===== src/rtl/iob_spi_fl_arb_pkg.sv =====
// Shared definitions for the SPI flash arbiter: FSM state encoding,
// FL_COMMAND / FL_COMMANDTP field offsets and the default XIP fast-read
// command words that software normally programs into xip_command/_commandtp.
package iob_spi_fl_arb_pkg;

    typedef logic [2:0] arb_state_t;

    localparam arb_state_t ST_IDLE      = 3'd0;
    localparam arb_state_t ST_LOAD      = 3'd1;
    localparam arb_state_t ST_START     = 3'd2;
    localparam arb_state_t ST_WAIT_BUSY = 3'd3;
    localparam arb_state_t ST_WAIT_DONE = 3'd4;
    localparam arb_state_t ST_RESP      = 3'd5;

    // FL_COMMAND layout: opcode, data bit count, dummy cycle count.
    localparam int FL_CMD_OFF      = 0;
    localparam int FL_NDATA_OFF    = 8;
    localparam int FL_NDUMMY_OFF   = 16;
    // FL_COMMANDTP layout: address byte count, continuous-read flag.
    localparam int FL_TP_ADDRB_OFF = 0;
    localparam int FL_TP_CONT_OFF  = 8;

    // Assemble an FL_COMMAND word from its fields.
    function automatic logic [31:0] fl_command_word(
        input logic [7:0] cmd,
        input logic [6:0] ndata,
        input logic [5:0] ndummy
    );
        logic [31:0] w;
        w = 32'h0000_0000;
        w[FL_CMD_OFF +: 8]    = cmd;
        w[FL_NDATA_OFF +: 7]  = ndata;
        w[FL_NDUMMY_OFF +: 6] = ndummy;
        return w;
    endfunction

    // Fast read 0x0B, 32 data bits, 8 dummy cycles, 3 address bytes.
    localparam logic [31:0] XIP_COMMAND_DEF   = fl_command_word(8'h0B, 7'd32, 6'd8);
    localparam logic [31:0] XIP_COMMANDTP_DEF = 32'h0000_0003;

endpackage


===== src/rtl/iob_spi_fl_arb_grant.sv =====
// Requester priority for the flash arbiter plus the cache burst counter.
// Ports:
//   grant_en    - arbiter is idle and the core is ready
//   cache_req   - cache read request level
//   sw_req      - registered software request pending flag
//   grant_cache - cache wins this cycle (combinational)
//   grant_sw    - software wins this cycle (combinational)
// The cache may win at most CACHE_BURST_MAX times in a row while software waits.
module iob_spi_fl_arb_grant #(
    parameter int CACHE_BURST_MAX = 4
) (
    input  logic clk,
    input  logic rst_n,
    input  logic grant_en,
    input  logic cache_req,
    input  logic sw_req,
    output logic grant_cache,
    output logic grant_sw
);

    localparam int                BW        = $clog2(CACHE_BURST_MAX + 1);
    localparam logic [BW-1:0]     BURST_LIM = BW'(CACHE_BURST_MAX);

    logic [BW-1:0] burst_cnt_r;

    // Pick the winner among pending requests.
    always_comb begin
        grant_cache = 1'b0;
        grant_sw    = 1'b0;
        if (grant_en) begin
            if (cache_req && sw_req) begin
                if (burst_cnt_r < BURST_LIM) begin
                    grant_cache = 1'b1;
                end else begin
                    grant_sw = 1'b1;
                end
            end else if (cache_req) begin
                grant_cache = 1'b1;
            end else if (sw_req) begin
                grant_sw = 1'b1;
            end else begin
                grant_cache = 1'b0;
            end
        end else begin
            grant_sw = 1'b0;
        end
    end

    // Count cache grants taken while software is waiting.
    always_ff @(posedge clk or negedge rst_n) begin
        if (!rst_n) begin
            burst_cnt_r <= '0;
        end else if (grant_sw || !sw_req) begin
            burst_cnt_r <= '0;
        end else if (grant_cache && (burst_cnt_r < BURST_LIM)) begin
            burst_cnt_r <= burst_cnt_r + 1'b1;
        end
    end

endmodule


===== src/rtl/iob_spi_fl_arbiter.sv =====
// Arbiter between the cache read port and the software command registers
// in front of a single spi_master_fl core. One transaction at a time: the
// winner's fields are latched, a one-cycle start pulse is issued, the core's
// idle level is tracked through busy and back, and the read data plus a
// ready/done indication go back to the winner.
// Ports:
//   cache_valid/addr -> cache_rdata/cache_ready   cache read port (XIP)
//   sw_valid/addr/wdata/command/commandtp -> sw_rdata/sw_done   sw port
//   xip_command/xip_commandtp                     command words for cache reads
//   core_valid/addr/wdata/command/commandtp       latched start to the core
//   core_rdata/core_ready                         core result and idle level
//   timeout_err                                   core never went busy after a start
module iob_spi_fl_arbiter
    import iob_spi_fl_arb_pkg::*;
#(
    parameter int ADDR_W          = 32,
    parameter int DATA_W          = 32,
    parameter int CACHE_BURST_MAX = 4,
    parameter int TIMEOUT_W       = 8
) (
    input  logic              clk,
    input  logic              rst_n,
    input  logic              cache_valid,
    input  logic [ADDR_W-1:0] cache_addr,
    output logic [DATA_W-1:0] cache_rdata,
    output logic              cache_ready,
    input  logic              sw_valid,
    input  logic [ADDR_W-1:0] sw_addr,
    input  logic [DATA_W-1:0] sw_wdata,
    input  logic [31:0]       sw_command,
    input  logic [31:0]       sw_commandtp,
    output logic [DATA_W-1:0] sw_rdata,
    output logic              sw_done,
    input  logic [31:0]       xip_command,
    input  logic [31:0]       xip_commandtp,
    output logic              core_valid,
    output logic [ADDR_W-1:0] core_addr,
    output logic [DATA_W-1:0] core_wdata,
    output logic [31:0]       core_command,
    output logic [31:0]       core_commandtp,
    input  logic [DATA_W-1:0] core_rdata,
    input  logic              core_ready,
    output logic              timeout_err
);

    // Last watchdog value before giving up: 2^TIMEOUT_W-1 cycles in WAIT_BUSY.
    localparam logic [TIMEOUT_W-1:0] WD_LAST = {{(TIMEOUT_W-1){1'b1}}, 1'b0};

    arb_state_t           state_r;
    arb_state_t           state_nxt_s;
    logic                 owner_sw_r;
    logic                 sw_pend_r;
    logic [TIMEOUT_W-1:0] wd_cnt_r;

    logic                 grant_en_s;
    logic                 grant_cache_s;
    logic                 grant_sw_s;
    logic                 sw_accept_s;
    logic                 done_s;
    logic                 timeout_s;
    logic                 resp_s;
    logic [DATA_W-1:0]    resp_data_s;

    logic [DATA_W-1:0]    cache_rdata_r;
    logic                 cache_ready_r;
    logic [DATA_W-1:0]    sw_rdata_r;
    logic                 sw_done_r;
    logic                 core_valid_r;
    logic [ADDR_W-1:0]    core_addr_r;
    logic [DATA_W-1:0]    core_wdata_r;
    logic [31:0]          core_command_r;
    logic [31:0]          core_commandtp_r;
    logic                 timeout_err_r;

    assign cache_rdata    = cache_rdata_r;
    assign cache_ready    = cache_ready_r;
    assign sw_rdata       = sw_rdata_r;
    assign sw_done        = sw_done_r;
    assign core_valid     = core_valid_r;
    assign core_addr      = core_addr_r;
    assign core_wdata     = core_wdata_r;
    assign core_command   = core_command_r;
    assign core_commandtp = core_commandtp_r;
    assign timeout_err    = timeout_err_r;

    assign grant_en_s = (state_r == ST_IDLE) && core_ready;

    iob_spi_fl_arb_grant #(
        .CACHE_BURST_MAX (CACHE_BURST_MAX)
    ) u_grant (
        .clk         (clk),
        .rst_n       (rst_n),
        .grant_en    (grant_en_s),
        .cache_req   (cache_valid),
        .sw_req      (sw_pend_r),
        .grant_cache (grant_cache_s),
        .grant_sw    (grant_sw_s)
    );

    // A sw strobe is dropped while one is already queued or in flight.
    assign sw_accept_s = sw_valid && !sw_pend_r && !((state_r != ST_IDLE) && owner_sw_r);
    assign done_s      = (state_r == ST_WAIT_DONE) && core_ready;
    assign timeout_s   = (state_r == ST_WAIT_BUSY) && core_ready && (wd_cnt_r == WD_LAST);
    assign resp_s      = done_s || timeout_s;

    // Response data: core result on completion, zero on watchdog expiry.
    always_comb begin
        resp_data_s = '0;
        if (done_s) begin
            resp_data_s = core_rdata;
        end else begin
            resp_data_s = '0;
        end
    end

    // Next-state logic for the transaction sequencer.
    always_comb begin
        state_nxt_s = state_r;
        case (state_r)
            ST_IDLE: begin
                if (grant_cache_s || grant_sw_s) begin
                    state_nxt_s = ST_LOAD;
                end else begin
                    state_nxt_s = ST_IDLE;
                end
            end
            ST_LOAD:  state_nxt_s = ST_START;
            ST_START: state_nxt_s = ST_WAIT_BUSY;
            ST_WAIT_BUSY: begin
                if (!core_ready) begin
                    state_nxt_s = ST_WAIT_DONE;
                end else if (wd_cnt_r == WD_LAST) begin
                    state_nxt_s = ST_RESP;
                end else begin
                    state_nxt_s = ST_WAIT_BUSY;
                end
            end
            ST_WAIT_DONE: begin
                if (core_ready) begin
                    state_nxt_s = ST_RESP;
                end else begin
                    state_nxt_s = ST_WAIT_DONE;
                end
            end
            ST_RESP:  state_nxt_s = ST_IDLE;
            default:  state_nxt_s = ST_IDLE;
        endcase
    end

    // State register, winner record and start-acknowledge watchdog.
    always_ff @(posedge clk or negedge rst_n) begin
        if (!rst_n) begin
            state_r    <= ST_IDLE;
            owner_sw_r <= 1'b0;
            wd_cnt_r   <= '0;
        end else begin
            state_r <= state_nxt_s;
            if (grant_cache_s || grant_sw_s) begin
                owner_sw_r <= grant_sw_s;
            end
            if (state_r == ST_START) begin
                wd_cnt_r <= '0;
            end else if ((state_r == ST_WAIT_BUSY) && core_ready && (wd_cnt_r != WD_LAST)) begin
                wd_cnt_r <= wd_cnt_r + 1'b1;
            end
        end
    end

    // Software request pending flag.
    always_ff @(posedge clk or negedge rst_n) begin
        if (!rst_n) begin
            sw_pend_r <= 1'b0;
        end else if (grant_sw_s) begin
            sw_pend_r <= 1'b0;
        end else if (sw_accept_s) begin
            sw_pend_r <= 1'b1;
        end
    end

    // Latch the winner's fields at grant so they are stable from LOAD on; start pulse in START.
    always_ff @(posedge clk or negedge rst_n) begin
        if (!rst_n) begin
            core_valid_r     <= 1'b0;
            core_addr_r      <= '0;
            core_wdata_r     <= '0;
            core_command_r   <= 32'h0000_0000;
            core_commandtp_r <= 32'h0000_0000;
        end else begin
            core_valid_r <= (state_r == ST_LOAD);
            if (grant_cache_s) begin
                core_addr_r      <= cache_addr;
                core_wdata_r     <= '0;
                core_command_r   <= xip_command;
                core_commandtp_r <= xip_commandtp;
            end else if (grant_sw_s) begin
                core_addr_r      <= sw_addr;
                core_wdata_r     <= sw_wdata;
                core_command_r   <= sw_command;
                core_commandtp_r <= sw_commandtp;
            end
        end
    end

    // Route the result to the winner; done and error flags are sticky until the next sw strobe.
    always_ff @(posedge clk or negedge rst_n) begin
        if (!rst_n) begin
            cache_rdata_r <= '0;
            cache_ready_r <= 1'b0;
            sw_rdata_r    <= '0;
            sw_done_r     <= 1'b0;
            timeout_err_r <= 1'b0;
        end else begin
            cache_ready_r <= resp_s && !owner_sw_r;
            if (resp_s && !owner_sw_r) begin
                cache_rdata_r <= resp_data_s;
            end
            if (resp_s && owner_sw_r) begin
                sw_rdata_r <= resp_data_s;
                sw_done_r  <= 1'b1;
            end else if (sw_valid) begin
                sw_done_r <= 1'b0;
            end
            if (timeout_s) begin
                timeout_err_r <= 1'b1;
            end else if (sw_valid) begin
                timeout_err_r <= 1'b0;
            end
        end
    end

endmodule


===== config.mk =====
export PLATFORM = sky130hd
export DESIGN_NAME = iob_spi_fl_arbiter
export DESIGN_NICKNAME = d
export VERILOG_FILES = /design/src/rtl/iob_spi_fl_arb_pkg.sv /design/src/rtl/iob_spi_fl_arb_grant.sv /design/src/rtl/iob_spi_fl_arbiter.sv
export SDC_FILE = /design/constraint.sdc
export NUM_CORES = 1
export LEC_CHECK = 0
export CAP_MARGIN = 20
export CORE_AREA = 2 2 175 177
export CTS_CLUSTER_DIAMETER = 200
export DETAILED_ROUTE_END_ITERATION = 12
export DIE_AREA = 0 0 177 179
export PLACE_DENSITY = 0.64
export SYNTH_ARGS = -nofsm -noshare
export SYNTH_HDL_FRONTEND = slang
export SYNTH_SLANG_ARGS = --single-unit

===== constraint.sdc =====
create_clock -name clk -period 2.17 [get_ports clk]
set_input_delay 0.5425 -clock clk [delete_from_list [all_inputs] [get_ports clk]]
set_output_delay 0.5425 -clock clk [all_outputs]
set_load 0.005 [all_outputs]

==> flow_summary.yaml, run 1 <==
run_status:
  outcome: "finished, final reports clean"
global_routing:
  grt_max_degree: 86
  grt.total_usage_pct: 18.3
  antenna_found_initial: 0
  grt_pass1_wl_um: 44700
  grt_pass1_vias: 7778
  grt.overflow.total: 0
worst_setup_path:
  critPathRequiredTime_ns: 1.63
  slowest_stage: "clkdlybuf4s50_1"
  r2r_slack_ns: 0.28
  start_kind: "flip-flop"
  cp.depth: 1
  path_cells: "clkdlybuf4s50_1"
  crit_start: "core_command[29]$_DFFE_PN0P_"
  critPathArrivalTime_ns: 1.48
  path_class: "reg2out"
  ff2ff_path_depth: 7
  r2r-end: "cache_rdata[21]$_DFFE_PN0P_"
  critPathMaxFanout: 2
  worstSetupEndpoint: "core_command[29]"
  cp-end-kind: "output port"
  slowest_delay_ns: 0.58
  rr_startpoint: "wd_cnt_r[0]$_DFFE_PN0P_"
  crit_family: "buffers and inverters"
  crit_buf_inv: 1
clock_network:
  path_clk_slew_ns: 0.06
  cts.sinks: 212
  clk_latency_ns: 0.52
  cts_htree_levels: 1
  post_cts_buffers: 0
  cts_tree: "yes"
  cts_made_buffers: 25
  max-clock-path-buffers: 3
  clock-root-buffer: "clkbuf_16"
floorplan:
  io_pins: 457
  die_h_um: 179
  core-area_sq_um: 30000
  chipWidth_um: 177
  dieArea_sq_um: 31700
  initial_core_util_pct: 29.2
  row_count: 64
timing:
  finalCritPeriodShare_pct: 93.4
  max_freq_ghz: 0.493
  fin_skew_ns: 0.0140
  slew-limit-headroom_pct: 73.7
  holdWs_ns: 0.480
  rsz0062_at_grt: "false"
  finalHoldViolCount: 0
  worst_pin_slew_ns: 0.394
  period_needed_ns: 2.03
  setup_violations: 0
  setup_ws_ns: 0.143
  report.final.slew_viol_count: 0
pwr:
  leakagePower_nw: 6.99
  max-vdd-ir-drop_mv: 0.670
  powerDensity_nw_per_um2: 1230
routing:
  drc: 0
  viasPerCell: 4.65
  wl_per_cell_um: 18.6
  vias: 7517
  ant_nets: 0
  wl_um: 30000
  dr.pass1.iters: 4
  drtIter0Drc: 288
flow_run:
  maxCapViolCount: 0
cells_and_area:
  seq_area_sq_um: 5310
  fillers: 2714
  drive_gt1_share_pct: 7.38
  final_util_pct: 49.9
  nets: 1466
  instances_no_fill: 1616
  area_growth_pct: 70.9
  design_area_sq_um: 15000
  diodes: 0
  multi_input_area_sq_um: 3180
placement:
  dpl-instance-area_sq_um: 14100
  gp_congestion: 0.783
  placed_cells: 1570
  dp.final_hpwl_um: 22300
  dp_slack_ns: -0.181
  io_buffers: 456
synthesis:
  ys_seq_elements: 212
  synthAdderAreaFrac_pct: 0.428
  syn_area_per_cell_sq_um: 11.9
  synth_top_family_by_area: "compound AO/OA/AOI/OAI gates"
  syn_nets: 998
  ys_async_sr_fraction_pct: 100
  synth_cells: 734
  seq_area_frac_synth_pct: 60.5
  ys_warn_count: 0
  synth_edf_count: 0
  synthXorXnorAreaFrac_pct: 0.0999
  synth_cell_types: 41
  syn_area_sq_um: 8760
  synth_ff_type: "dfrtp_1"
  yosysMostFrequentCell: "dfrtp_1"
  synthMuxAreaShare_pct: 11.2
  synth-simple-area-share_pct: 7.65
  yosysTopAreaCellShare_pct: 60.5
  yosysTopAreaCell: "dfrtp_1"
  ys_top_cells_by_count: "dfrtp_1 (212), nand2_1 (107), mux2i_1 (98), a22o_1 (96), o21ai_1 (96)"
  synthTopCellsByArea: "dfrtp_1 (61%), mux2i_1 (11%), a22o_1 (9.6%)"
  synth_compound_area_share_pct: 16.6
hold_path:
  hold_class: "reg2reg"
## power breakdown
part / switching (mW) / internal [mW] / total, mW
logic: 2.80 / 4.68 / 7.47
clock network: 1.69 / 2.58 / 4.27
registers: 1.00 / 5.61 / 6.62
## cells in the final DEF, fill, tap and decap left out, drive strengths merged, types with 2 or more instances in the layout
cell,netlist,final
a21o,2,2
nor4b,2,2
and3,2,2
mux2i,98,98
nand3,9,9
nand2b,2,2
bufinv,0,3
a31oi,3,3
buf,38,40
clkinv,0,6
nand4,3,3
o31ai,2,2
nor2,8,8
ha,3,3
nand3b,5,5
dfrtp,212,212
a21boi,3,3
nand2,107,107
clkinvlp,0,3
inv,5,6
o21ai,102,102
clkdlybuf4s50,0,455
a22o,96,96
clkbuf,17,32
nor2b,2,2
## registers in the layout, indices dropped and copies added (netlist names)
signal	flops
cache_rdata	32
core_addr	32
core_command	32
core_commandtp	32
core_wdata	32
sw_rdata	32
wd_cnt_r	8
state_r	3
u_grant.burst_cnt_r	3
cache_ready	1
core_valid	1
owner_sw_r	1
sw_done	1
sw_pend_r	1
timeout_err	1
## per-layer routing
metal / global-route usage (%) / part of all wire [%]
met1: 20.1 / 37
met2: 32.9 / 51
met3: 7.17 / 10
met4: 4.75 / 1.9
met5: 0 / 0
## logic make-up after synthesis
kind of cell,after synthesis
AOI/OAI and AO/OA,212
DFF,212
and+or+nand+nor,148
muxes,98
buffers and inverters,60
adders and majority gates,3
xor gates and xnor gates,1
## final cells by class
class                           count  share of cell area, %
Clock buffer                       32                   4.55
Clock inverter                     13                   1.01
Multi-Input combinational cell    462                   21.2
Tap cell                          396                   3.31
Timing Repair Buffer              496                   34.4
Inverter                            5                  0.125
Sequential cell                   212                   35.4
## how the worst min path moves through the flow
stage	start	end	slack [ns]	cells past startpoint
floorplan	rst_n	cache_rdata[0]$_DFFE_PN0P_	0.25	0
global placement	rst_n	sw_rdata[24]$_DFFE_PN0P_	0.45	1
detailed placement	rst_n	sw_rdata[31]$_DFFE_PN0P_	0.45	1
CTS	rst_n	cache_rdata[24]$_DFFE_PN0P_	0.48	2
global route	core_addr[30]$_DFFE_PN0P_	core_addr[30]$_DFFE_PN0P_	0.51	2
finish	core_command[19]$_DFFE_PN0P_	core_command[19]$_DFFE_PN0P_	0.48	2
## stage by stage
step	power, mW	TNS (ns)
after global routing	19.6	0
final	18.4	0
after global placement	14.1	-5.28
after CTS	18.6	0
after detailed placement	14.2	-6.01
after floorplan	9.24	0
## repair_timing
action / 4_1_cts / 5_1_grt
hold buffers: 1 / 0
endpoints found under the hold margin: 31 / 0
gates resized for setup: 0 / 0
endpoints found under the setup margin: 0 / 0
Note: power is estimated with default switching activity, not from simulation.
==> inputs of run 2 (changes only) <==
--- a/config.mk
+++ b/config.mk
@@ -6,11 +6,12 @@
 export NUM_CORES = 1
 export LEC_CHECK = 0
 export CAP_MARGIN = 20
-export CORE_AREA = 2 2 175 177
+export CORE_MARGIN = 2
+export CORE_UTILIZATION = 30
 export CTS_CLUSTER_DIAMETER = 200
 export DETAILED_ROUTE_END_ITERATION = 12
-export DIE_AREA = 0 0 177 179
 export PLACE_DENSITY = 0.64
 export SYNTH_ARGS = -nofsm -noshare
 export SYNTH_HDL_FRONTEND = slang
+export SYNTH_HIERARCHICAL = 1
 export SYNTH_SLANG_ARGS = --single-unit
==> run 2 against run 1 <==
Compared with the run above: sequential power is 2% higher; global-route usage rose by 0.48 points; register-to-register slack improved by 0.03 ns; first-iteration DRC count shrank 4.2%; synthesized cell count rose by 4.4%; worst setup slack improved by 0.037 ns; combinational power rose by 0.7%; flip-flop and latch count is the same; fmax grew 1.9%; highest routed layer unchanged.
==> flow_summary.yaml, run 2 <==
run_status:
  outcome: "finished, final reports clean"
clock_network:
  max-clock-path-buffers: 3
  holdBufCountCts: 1
  path_clk_slew_ns: 0.06
  cts_made_buffers: 25
  post_cts_buffers: 0
  cts_tree: "yes"
  cts_resized: 0
  cts_htree_levels: 1
  clk_latency_ns: 0.51
  cts.sinks: 212
  clock-root-buffer: "clkbuf_16"
cells_and_area:
  nets: 1510
  fillers: 2653
  area_growth_pct: 70.8
  mostFrequentLayoutCells: "clkdlybuf4s50_1 (455), dfrtp_1 (212), mux2i_1 (128)"
  instances_no_fill: 1654
  drive_gt1_share_pct: 8.01
  design_area_sq_um: 15300
  final_common_cell: "clkdlybuf4s50_1"
  final_util_pct: 51.9
floorplan:
  io_pins: 457
  row_count: 63
  chipWidth_um: 177
  initial_core_util_pct: 30.4
  die_h_um: 177
  dieArea_sq_um: 31300
  core-area_sq_um: 29500
placement:
  gp_congestion: 0.815
  placed_cells: 1608
  dp.final_hpwl_um: 22900
  dpl-instance-area_sq_um: 14400
  io_buffers: 456
global_routing:
  grt_pass1_wl_um: 46300
  grt.total_usage_pct: 18.8
  grt_max_degree: 55
  grt.overflow.total: 0
  antenna_found_initial: 2
  grt_pass1_vias: 8112
synthesis:
  seq_area_frac_synth_pct: 59.2
  synth_edf_count: 0
  ys_async_sr_fraction_pct: 100
  ys_warn_count: 6
  synthAdderAreaFrac_pct: 0.419
  synth_cell_types: 39
  synth-simple-area-share_pct: 8.86
  synthXorXnorAreaFrac_pct: 0.196
  yosysTopAreaCellShare_pct: 59.2
  syn_area_sq_um: 8960
  yosysMostFrequentCell: "dfrtp_1"
  synthMuxAreaShare_pct: 14.3
  ys_top_cells_by_count: "dfrtp_1 (212), mux2i_1 (128), o21ai_0 (107), nand2_1 (103), a22o_1 (64)"
  synth_cells: 766
  synth_top_family_by_area: "multiplexers"
  syn_area_per_cell_sq_um: 11.7
  ys_seq_elements: 212
  synth_ff_type: "dfrtp_1"
  synth_compound_area_share_pct: 13.5
  synthTopCellsByArea: "dfrtp_1 (59%), mux2i_1 (14%), a22o_1 (6.3%)"
  yosysTopAreaCell: "dfrtp_1"
  syn_nets: 1030
timing:
  setup_violations: 0
  max_freq_ghz: 0.503
  finalHoldViolCount: 0
  slew-limit-headroom_pct: 49.9
  finalCritPeriodShare_pct: 91.7
  report.final.slew_viol_count: 0
  rsz0062_at_grt: "false"
  worst_pin_slew_ns: 0.749
  period_needed_ns: 1.99
  fin_skew_ns: 0.0125
worst_setup_path:
  ff2ff_path_depth: 9
  slowest_stage: "clkdlybuf4s50_1"
  path_cells: "clkdlybuf4s50_1"
  critPathRequiredTime_ns: 1.63
  critPathArrivalTime_ns: 1.45
  critPathMaxFanout: 2
  crit_family: "buffers and inverters"
  start_kind: "flip-flop"
  crit_start: "core_wdata[19]$_DFFE_PN0N_"
  path_class: "reg2out"
  rr_startpoint: "state_r[0]$_DFF_PN0_"
  crit_buf_inv: 1
  r2r-end: "core_commandtp[26]$_DFFE_PN0N_"
  slowest_delay_ns: 0.55
  r2r_slack_ns: 0.31
  cp-end-kind: "output port"
pwr:
  max-vdd-ir-drop_mv: 0.610
  pwr-share-seq_pct: 36.4
  leakagePower_nw: 6.21
  powerDensity_nw_per_um2: 1210
  p_int_mw: 13.2
  combPwrFrac_pct: 40.5
  total_power_mw: 18.5
  power.share.switching_pct: 29.1
  power.switching_mw: 5.39
  pwr-share-clk_pct: 23.1
routing:
  ant_nets: 0
  wl_um: 30500
  dr.pass1.iters: 4
  vias: 7786
  drtIter0Drc: 276
  wl_per_cell_um: 18.5
  drc: 0
  viasPerCell: 4.71
hold_path:
  min_path_cells: 1
  hold_class: "reg2reg"
  min_to: "sw_rdata[16]$_DFFE_PN0P_"
  min_from: "sw_rdata[16]$_DFFE_PN0P_"
flow_run:
  maxCapViolCount: 0
run 2: changes by cell type after synthesis, sizes merged, moves of 5 or more:
cell,previous run,this run
clkbuf,17,27
nor2,8,41
buf,38,29
a21oi,1,8
mux2i,98,128
a22o,96,64
o21ai,102,107
run 2: final cells by class:
type	count	area [sq um]	share of cell area (%)
multi-input combinational	492	3360	22.0
clock inverter	6	109	0.712
antenna	3	7.51	0.0491
sequential	212	5310	34.7
clock buffer	36	727	4.75
tap	390	488	3.19
timing repair buffer	509	5270	34.5
inverter	6	22.5	0.147
run 2: worst max path at each step:
stage	endpoint	cells past startpoint	slack, ns
2_1_floorplan	core_command[29]$_DFFE_PN0N_	10	0.009
3_3_place_gp	core_commandtp[10]$_DFFE_PN0N_	9	-0.18
3_5_place_dp	core_addr[11]$_DFFE_PN0N_	9	-0.20
4_1_cts	core_wdata[19]	1	0.14
5_1_grt	core_wdata[8]	1	0.13
6_report	core_wdata[19]	1	0.18
run 2: cells by family (layout without fill, tap and decap cells):
logic type | after synthesis | count (layout)
simple gates | 172 | 172
fa+ha+maj | 3 | 3
compound gates | 187 | 187
xor+xnor | 2 | 2
mux | 128 | 128
other cells | 0 | 3
flops | 212 | 212
buf+inv | 62 | 557
run 2: routing by layer:
layer	vias to the layer above	track usage (%)	routed length (um)	share of wire (%)
met3	52	5.76	2620	8.6
met4	0	5.13	705	2.3
met5	-	0	0	0
met1	3756	23.0	12400	41
met2	307	32.0	14800	48
li1	3671	-	-	-
run 2: per-stage QoR:
stage          hold slack (ns)  TNS (ns)  setup WS (ns)
4_1_cts                  0.507         0          0.142
3_5_place_dp             0.490    -17.68         -0.199
6_report                 0.501         0          0.180
2_1_floorplan            0.247         0        0.00863
5_1_grt                  0.514         0          0.127
3_3_place_gp             0.487    -16.60         -0.180
run 2: power by group through the flow:
stage               clock network (mW)  logic [mW]  registers, mW
floorplan                            0        2.53           6.75
global placement                     0        7.48           6.74
detailed placement                   0        7.61           6.73
CTS                               4.40        7.63           6.74
global route                      4.57        8.18           6.95
finish                            4.29        7.52           6.74
==> inputs of run 3 (changes only) <==
--- a/config.mk
+++ b/config.mk
@@ -8,6 +8,7 @@
 export CAP_MARGIN = 20
 export CORE_MARGIN = 2
 export CORE_UTILIZATION = 30
+export CTS_BUF_LIST = sky130_fd_sc_hd__clkbuf_8
 export CTS_CLUSTER_DIAMETER = 200
 export DETAILED_ROUTE_END_ITERATION = 12
 export PLACE_DENSITY = 0.64
@@ -15,3 +16,4 @@
 export SYNTH_HDL_FRONTEND = slang
 export SYNTH_HIERARCHICAL = 1
 export SYNTH_SLANG_ARGS = --single-unit
+export TNS_END_PERCENT = 100
==> run 3 against run 2 <==
Compared with the run above: critical path depth is the same; critical path type unchanged; clock power shrank 17%; utilization shrank 0.46 points; sequential power is essentially flat; die area is the same; fmax shrank 0.65%; worst setup slack lost 0.013 ns; power shrank 4.0%.
==> flow_summary.yaml, run 3 (synthesis results as in run 2) <==
run_status:
  outcome: "finished, final reports clean"
cells_and_area:
  final_common_cell: "clkdlybuf4s50_1"
  drive_gt1_share_pct: 8.92
  seq_area_sq_um: 5310
  fillers: 2678
  mostFrequentLayoutCells: "clkdlybuf4s50_1 (455), dfrtp_1 (212), mux2i_1 (128)"
  design_area_sq_um: 15200
  multi_input_area_sq_um: 3360
  area_growth_pct: 69.2
  nets: 1523
  instances_no_fill: 1669
timing:
  finalCritPeriodShare_pct: 92.3
  period_needed_ns: 2.00
  setup_violations: 0
  rsz0062_at_grt: "false"
  setup_ws_ns: 0.167
  worst_pin_slew_ns: 0.748
  max_freq_ghz: 0.499
  fin_skew_ns: 0.0201
  slew-limit-headroom_pct: 50.0
  finalHoldViolCount: 0
  report.final.slew_viol_count: 0
placement:
  placed_cells: 1608
  dp_slack_ns: -0.199
  dpl-instance-area_sq_um: 14400
  dp.final_hpwl_um: 22900
  io_buffers: 456
  gp_congestion: 0.815
worst_setup_path:
  crit_buf_inv: 1
  rr_startpoint: "state_r[0]$_DFF_PN0_"
  path_cells: "clkdlybuf4s50_1"
  path_class: "reg2out"
  r2r_slack_ns: 0.31
  slowest_stage: "clkdlybuf4s50_1"
  r2r-end: "core_addr[11]$_DFFE_PN0N_"
  cp-end-kind: "output port"
  ff2ff_path_depth: 9
  critPathMaxFanout: 2
  start_kind: "flip-flop"
  critPathRequiredTime_ns: 1.63
  slowest_delay_ns: 0.55
  crit_family: "buffers and inverters"
  critPathArrivalTime_ns: 1.46
hold_path:
  min_to: "sw_rdata[10]$_DFFE_PN0P_"
  min_path_cells: 1
  hold_class: "reg2reg"
  min_from: "sw_rdata[10]$_DFFE_PN0P_"
floorplan:
  row_count: 63
  io_pins: 457
  chipWidth_um: 177
  initial_core_util_pct: 30.4
  die_h_um: 177
  core-area_sq_um: 29500
  dieArea_sq_um: 31300
clock_network:
  clk_latency_ns: 0.53
  cts.sinks: 212
  cts_tree: "yes"
  max-clock-path-buffers: 3
  clock-root-buffer: "clkbuf_8"
  cts_resized: 0
  cts_htree_levels: 2
  path_clk_slew_ns: 0.06
  cts_made_buffers: 38
pwr:
  leakagePower_nw: 6.19
  pwr-share-clk_pct: 20.0
  p_int_mw: 12.4
  powerDensity_nw_per_um2: 1180
  pwr-share-seq_pct: 37.8
  power.share.switching_pct: 30.2
  max-vdd-ir-drop_mv: 0.620
  power.switching_mw: 5.39
  combPwrFrac_pct: 42.2
global_routing:
  grt.total_usage_pct: 19.0
  grt.overflow.total: 0
  grt_max_degree: 55
  grt_use_met3_pct: 6.23
  antenna_found_initial: 1
  grtUsageMet2_pct: 32.3
  use_met1_pct: 22.9
  grt_pass1_wl_um: 46500
  grt-busiest-layer: "met2"
  grt_pass1_vias: 8258
flow_run:
  maxCapViolCount: 0
routing:
  vias: 7824
  wl_per_cell_um: 18.5
  ant_nets: 0
  drtIter0Drc: 309
  dr.pass1.iters: 4
  drc: 0
  viasPerCell: 4.69
  wl_um: 30800
## run 3: cell types whose count changed in the layout (fill, tap and decap cells not counted), sizes merged
| cell | delta |
|---|---|
| clkbuf | +11 |
| inv | +10 |
| diode | -2 |
| clkinvlp | +2 |
| bufinv | -3 |
| clkinv | -3 |
## run 3: per-stage QoR
stage / hold WS [ns] / utilization (%) / TNS [ns] / power (mW)
global placement: 0.487 / 49.0 / -16.60 / 14.2
floorplan: 0.247 / - / 0 / 9.28
finish: 0.501 / 51.4 / 0 / 17.8
global route: 0.515 / 51.4 / 0 / 19.0
detailed placement: 0.490 / 49.0 / -17.68 / 14.3
CTS: 0.506 / 51.4 / 0 / 18.1
## run 3: worst max-delay path by stage
stage,from,endpoint,cells after the start
global route,core_wdata[19]$_DFFE_PN0N_,core_wdata[19],1
finish,core_wdata[19]$_DFFE_PN0N_,core_wdata[19],1
floorplan,core_ready,core_command[29]$_DFFE_PN0N_,10
CTS,core_wdata[19]$_DFFE_PN0N_,core_wdata[19],1
detailed placement,core_ready,core_addr[11]$_DFFE_PN0N_,9
global placement,core_ready,core_commandtp[10]$_DFFE_PN0N_,9
## run 3: repair_timing
action,CTS,global route
hold endpoints to repair,47,0
hold buffers,1,0
buffers inserted,0,0
## run 3: power groups by stage
stage                     sequential [mW]  clock, mW  combinational (mW)
after global routing                 6.95       3.88                8.18
after CTS                            6.75       3.71                7.63
after floorplan                      6.75          0                2.53
after detailed placement             6.73          0                7.61
final                                6.74       3.55                7.52
after global placement               6.74          0                7.48
## run 3: cell type report
class	count	area share [%]
Antenna cell	1	0.0165
Clock buffer	47	4.27
Clock inverter	12	0.380
Inverter	6	0.149
Multi-Input combinational cell	492	22.2
Sequential cell	212	35.0
Tap cell	390	3.22
Timing Repair Buffer	509	34.8
## run 3: per-layer routing
metal  wire length, um  vias up  part of all wire, %
met3              2630       60                  8.5
met5                 0        -                    0
met2             14900      326                   48
li1                  -     3686                    -
met1             12500     3752                   40
met4               799        0                  2.6
